File: src/rtl/rtc_bus_arbiter.sv
// Arbitrates four RTC requesters onto one bus transaction sequencer, with fixed priority,
// lockable bursts bounded by MAX_LOCK, a per-transaction timeout and an enforced bus gap.
module rtc_bus_arbiter #(
  parameter int unsigned TIMEOUT    = 127,
  parameter int unsigned GAP_CYCLES = 2,
  parameter int unsigned MAX_LOCK   = 16
) (
  input  logic        clk,
  input  logic        reset,
  input  logic [3:0]  req,
  input  logic [3:0]  lock,
  input  logic [3:0]  we,
  input  logic [31:0] addr_in,
  input  logic [31:0] data_in,
  output logic [3:0]  gnt,
  output logic [3:0]  ack,
  output logic [7:0]  rdata,
  output logic        txn_start,
  output logic        txn_rd,
  output logic [7:0]  txn_addr,
  output logic [7:0]  txn_data,
  input  logic        txn_done,
  input  logic [7:0]  txn_rdata,
  output logic        busy,
  output logic        timeout_err
);

  localparam int unsigned WaitW = $clog2(TIMEOUT + 1);
  localparam int unsigned LockW = $clog2(MAX_LOCK + 1);

  localparam logic [1:0] StIdle = 2'd0;
  localparam logic [1:0] StWait = 2'd1;
  localparam logic [1:0] StGap  = 2'd2;

  logic [1:0]       state_q;
  logic [1:0]       own_q;
  logic             lock_vld_q;
  logic [LockW-1:0] lock_cnt_q;
  logic [WaitW-1:0] wait_cnt_q;
  logic [3:0]       gap_cnt_q;

  logic [3:0] own_mask;
  logic [3:0] req_m;
  logic       lock_hit;
  logic [1:0] win;

  // lock_cnt_q counts grants in the current locked chain, so the first grant sets it to 1.
  always_comb begin
    own_mask = 4'b0001 << own_q;
    lock_hit = lock_vld_q && req[own_q] && (lock_cnt_q < LockW'(MAX_LOCK));
    req_m    = req;
    if (lock_vld_q && !lock_hit && (lock_cnt_q >= LockW'(MAX_LOCK)) && |(req & ~own_mask)) begin
      req_m = req & ~own_mask;
    end
    win = 2'd0;
    for (int i = 3; i >= 0; i--) begin
      if (req_m[i]) win = 2'(i);
    end
    if (lock_hit) win = own_q;
  end

  always_ff @(posedge clk or posedge reset) begin
    if (reset) begin
      state_q     <= StIdle;
      own_q       <= 2'd0;
      lock_vld_q  <= 1'b0;
      lock_cnt_q  <= '0;
      wait_cnt_q  <= '0;
      gap_cnt_q   <= 4'd0;
      gnt         <= 4'd0;
      ack         <= 4'd0;
      rdata       <= 8'd0;
      txn_start   <= 1'b0;
      txn_rd      <= 1'b1;
      txn_addr    <= 8'd0;
      txn_data    <= 8'd0;
      busy        <= 1'b0;
      timeout_err <= 1'b0;
    end else begin
      txn_start   <= 1'b0;
      ack         <= 4'd0;
      timeout_err <= 1'b0;
      unique case (state_q)
        StIdle: begin
          if (|req) begin
            state_q    <= StWait;
            busy       <= 1'b1;
            own_q      <= win;
            gnt        <= 4'b0001 << win;
            txn_start  <= 1'b1;
            txn_rd     <= ~we[win];
            txn_addr   <= addr_in[{win, 3'b000} +: 8];
            txn_data   <= data_in[{win, 3'b000} +: 8];
            wait_cnt_q <= '0;
            lock_cnt_q <= lock_hit ? lock_cnt_q + LockW'(1) : LockW'(1);
          end
        end
        StWait: begin
          if (txn_done) begin
            ack        <= 4'b0001 << own_q;
            if (txn_rd) rdata <= txn_rdata;
            lock_vld_q <= lock[own_q];
            if (!lock[own_q]) lock_cnt_q <= '0;
            gnt        <= 4'd0;
            gap_cnt_q  <= 4'd0;
            state_q    <= StGap;
          end else if (wait_cnt_q == WaitW'(TIMEOUT - 1)) begin
            timeout_err <= 1'b1;
            lock_vld_q  <= 1'b0;
            lock_cnt_q  <= '0;
            gnt         <= 4'd0;
            gap_cnt_q   <= 4'd0;
            state_q     <= StGap;
          end else begin
            wait_cnt_q <= wait_cnt_q + WaitW'(1);
          end
        end
        StGap: begin
          if (gap_cnt_q == 4'(GAP_CYCLES - 1)) begin
            state_q <= StIdle;
            busy    <= 1'b0;
          end else begin
            gap_cnt_q <= gap_cnt_q + 4'd1;
          end
        end
        default: begin
          state_q <= StIdle;
          busy    <= 1'b0;
          gnt     <= 4'd0;
        end
      endcase
    end
  end

endmodule

File: config.mk
export PLATFORM = sky130hd
export DESIGN_NAME = rtc_bus_arbiter
export DESIGN_NICKNAME = d
export VERILOG_FILES = /design/src/rtl/rtc_bus_arbiter.sv
export SDC_FILE = /design/constraint.sdc
export NUM_CORES = 1
export LEC_CHECK = 0
export BUFFER_PORTS_ARGS = -buffer_cell sky130_fd_sc_hd__buf_4
export CAP_MARGIN = 20
export CORE_MARGIN = 4
export CORE_UTILIZATION = 32
export DETAILED_ROUTE_END_ITERATION = 10
export PLACE_DENSITY_LB_ADDON = 0.12
export SLEW_MARGIN = 20
export SYNTH_ARGS = -nofsm -noshare
export SYNTH_HDL_FRONTEND = slang
export SYNTH_SLANG_ARGS = --single-unit
File: constraint.sdc
create_clock -name clk -period 3 [get_ports clk]
set_clock_uncertainty 0.15 [all_clocks]
set_input_delay 0.45 -clock clk [delete_from_list [all_inputs] [get_ports clk]]
set_output_delay 0.45 -clock clk [all_outputs]
set_load 0.1 [all_outputs]
==> out/results.txt <==
outcome -> finished clean
Power Density -> 1160 nW/um^2
Synth Register Bits -> 57
remaining global-route overflow -> 0
Worst Path Buf+Inv -> 1
FF-to-FF path depth -> 6
Reg clk slew, reported paths -> 0.07 ns
sequential-to-total area share from yosys stat -> 0.466
Area contributors post-synth -> dfrtp_1 (46%), mux2i_1 (10%), mux2_2 (5.1%)
CTS Buf Count -> 9
total track usage -> 0.149
met2 WL -> 3.69 mm
Post-synth top flop -> dfrtp_1
Critical Path Stages -> 6
slowest stage delay, CP -> 0.48 ns
Slew Viols, Final -> 0
Mapped Avg Cell Area -> 11.1 um^2
fin crit period -> 2.72 ns
die width -> 106 um
crit start category -> flip-flop
uppermost metal layer occupied by signal nets -> met4
largest net degree at the start of global routing -> 24
part of the cycle the worst path needs -> 0.908
Net count, final -> 501
root buf cell -> clkbuf_8
static leakage -> 2.09 nW
ANT nets after route -> 0
DRT Wirelength -> 8.10 mm
met3 wire length -> 603 um
crit path capture type -> flip-flop
Worst-Margin Slew -> 0.435 ns
Max FO, Critical Path -> 23
highest clock rate -> 367 MHz
Port Buf Inserts -> 122
worst setup path endpoint -> txn_data[2]$_DFFE_PP0P_
Syn-to-layout area delta -> 41.1%
die area -> 11,200 um^2
CTS Sinks -> 57
max_cap viols -> 0
Starting Density -> 0.330
post-CTS sizing -> 0
Hold WS -> 0.163 ns
Critical Path Start -> own_q[1]$_DFFE_PP0P_
ant diodes -> 0
first-pass GRT wire length -> 13.3 mm
Arrival @ worst endpoint -> 2.81 ns
R2R Path End -> txn_data[2]$_DFFE_PP0P_
share of cells above drive strength 1 -> 0.441
critical path type -> flip-flop to flip-flop
EDFF count, synth -> 0
Total Power -> 0.00501 W
via count -> 2,608
Hold-fix buffers, CTS -> 1
CP Data Required Time -> 3.08 ns
vias in the first global route -> 2,673
Clock Latency Late Sink -> 0.33 ns
area leader, netlist -> dfrtp_1
core area -> 9280 um^2
Syn Std Cell Area -> 3060 um^2
Mapped Cells -> 277
Syn Nets -> 369
Hold Fails Final Rpt -> 0
postcts setup bufs -> 0
DRC viols -> 0
R2R setup slack -> 0.28 ns
chip height -> 106 um
drt pass-1 iters -> 4
Final setup viols -> 0
initial DRC count -> 65
drt via density -> 4.81
IO Pins -> 123
Yosys cell types -> 48
area share of the leading cell type in the synthesized netlist -> 0.458
Cell Rows -> 35
Rel. slew slack -> 0.708
Clock Path Buffers -> 2
Syn. warnings -> 0
setup TNS -> 0 ns
RSZ-0062 raised after global routing -> no
dpl hpwl -> 6.23 mm
R2R Path Start -> own_q[1]$_DFFE_PP0P_
CP delay by family, top -> compound AO/OA/AOI/OAI gates
Max VDD drop -> 0.504 mV
worst-path cell chain -> mux2_2, a22o_1, o41ai_4, buf_4, nand2_1, o221ai_1
htree depth -> 3
Placer Congestion -> 0.811
Max stage delay cell, worst path -> dfrtp_1
met1 wire length -> 3.66 mm
WL/cell -> 15.0 um
initial antenna violation count -> 0
asr flop ratio synth -> 1.00
CTS tree -> done
HP Class -> input port to flip-flop
[through the flow]
step / utilization / area [um^2] / instances / setup slack, ns
finish: 0.465 / 4320 / 542 / 0.276
global route: 0.465 / 4320 / 542 / 0.0661
CTS: 0.465 / 4320 / 542 / 0.280
detailed placement: 0.443 / 4120 / 526 / 0.227
global placement: 0.443 / 4110 / 525 / 0.149
floorplan: - / 3060 / 277 / 0.479
[how the worst min path moves through the flow]
stage | startpoint | to | slack (ns) | depth (start not counted)
after floorplan | lock_cnt_q[2]$_DFFE_PP0P_ | lock_cnt_q[2]$_DFFE_PP0P_ | 0.32 | 1
after global placement | reset | txn_addr[1]$_DFFE_PP0P_ | 0.32 | 2
after detailed placement | txn_data[5]$_DFFE_PP0P_ | txn_data[5]$_DFFE_PP0P_ | 0.32 | 2
after CTS | txn_done | timeout_err$_DFF_PP0_ | 0.15 | 2
after global routing | txn_done | timeout_err$_DFF_PP0_ | 0.17 | 2
final | txn_done | timeout_err$_DFF_PP0_ | 0.16 | 2
[state kept, by name (all words and copies together), names as in the netlist]
register     cells
ack              4
busy             1
gap_cnt_q        4
gnt              4
lock_cnt_q       5
lock_vld_q       1
own_q            2
rdata            8
state_q          2
timeout_err      1
txn_addr         8
txn_data         8
txn_rd           1
txn_start        1
wait_cnt_q       7
[placed cells by master, fill, tap and decap left out, types with 5 or more instances in the layout]
master	synthesis	routed
dfrtp_1	56	56
nand3_1	5	5
o221ai_1	7	7
nand4_1	5	5
xor2_1	6	6
a21oi_1	5	5
mux2_2	14	14
nand2_1	30	30
o21ai_0	16	16
mux2i_1	32	32
buf_4	2	132
a221oi_2	9	9
clkbuf_8	0	10
nor3_1	5	5
nor2_1	23	23
ha_1	5	5
[area by class of cell]
class / instances / area [um^2]
Sequential cell: 57 / 1430
Fill cell: 907 / 4960
Clock buffer: 10 / 138
Inverter: 7 / 26.3
Timing Repair Buffer: 133 / 1000
Multi-Input combinational cell: 201 / 1510
Clock inverter: 5 / 56.3
Tap cell: 129 / 161
[synth_stat cells (all sizes together), types with 2 or more instances]
| master | number |
|---|---|
| nand2 | 31 |
| buf | 9 |
| mux2i | 32 |
| inv | 6 |
| a21oi | 5 |
| and3 | 4 |
| a22o | 4 |
| nand4 | 5 |
| nand3 | 5 |
| o21ai | 16 |
| nor2b | 2 |
| nand3b | 2 |
| o221ai | 7 |
| a221oi | 10 |
| nor2 | 23 |
| dfrtp | 56 |
| or3 | 3 |
| nor3 | 5 |
| xor2 | 6 |
| and2 | 2 |
| mux2 | 14 |
| or2 | 2 |
| ha | 5 |
| o31ai | 2 |
| a21o | 2 |
| o41ai | 2 |
| clkbuf | 3 |
[cell families (layout without fill, tap and decap cells)]
family / Yosys count / count (layout) / synth area share
xor gates and xnor gates: 6 / 6 / 0.0172
buffers and inverters: 19 / 155 / 0.0408
adders and majority gates: 5 / 5 / 0.0204
muxes: 47 / 47 / 0.163
DFF: 57 / 57 / 0.466
and+or+nand+nor: 90 / 90 / 0.141
AOI/OAI and AO/OA: 53 / 53 / 0.151
[layer usage]
metal / up-vias / GRT usage
met5: - / 0
met4: 0 / 0.0629
met3: 13 / 0.0465
met2: 93 / 0.220
met1: 1219 / 0.201
li1: 1283 / -
[power by group]
group	switching [W]	leakage (nW)	internal, W	total [W]
Combinational	0.00223	1.27	0.000811	0.00304
Clock	0.000309	0.0981	0.000400	0.000709
Sequential	0.000206	0.717	0.00105	0.00126
Total	0.00274	2.09	0.00226	0.00501
Power figures use the tool's default switching activity.
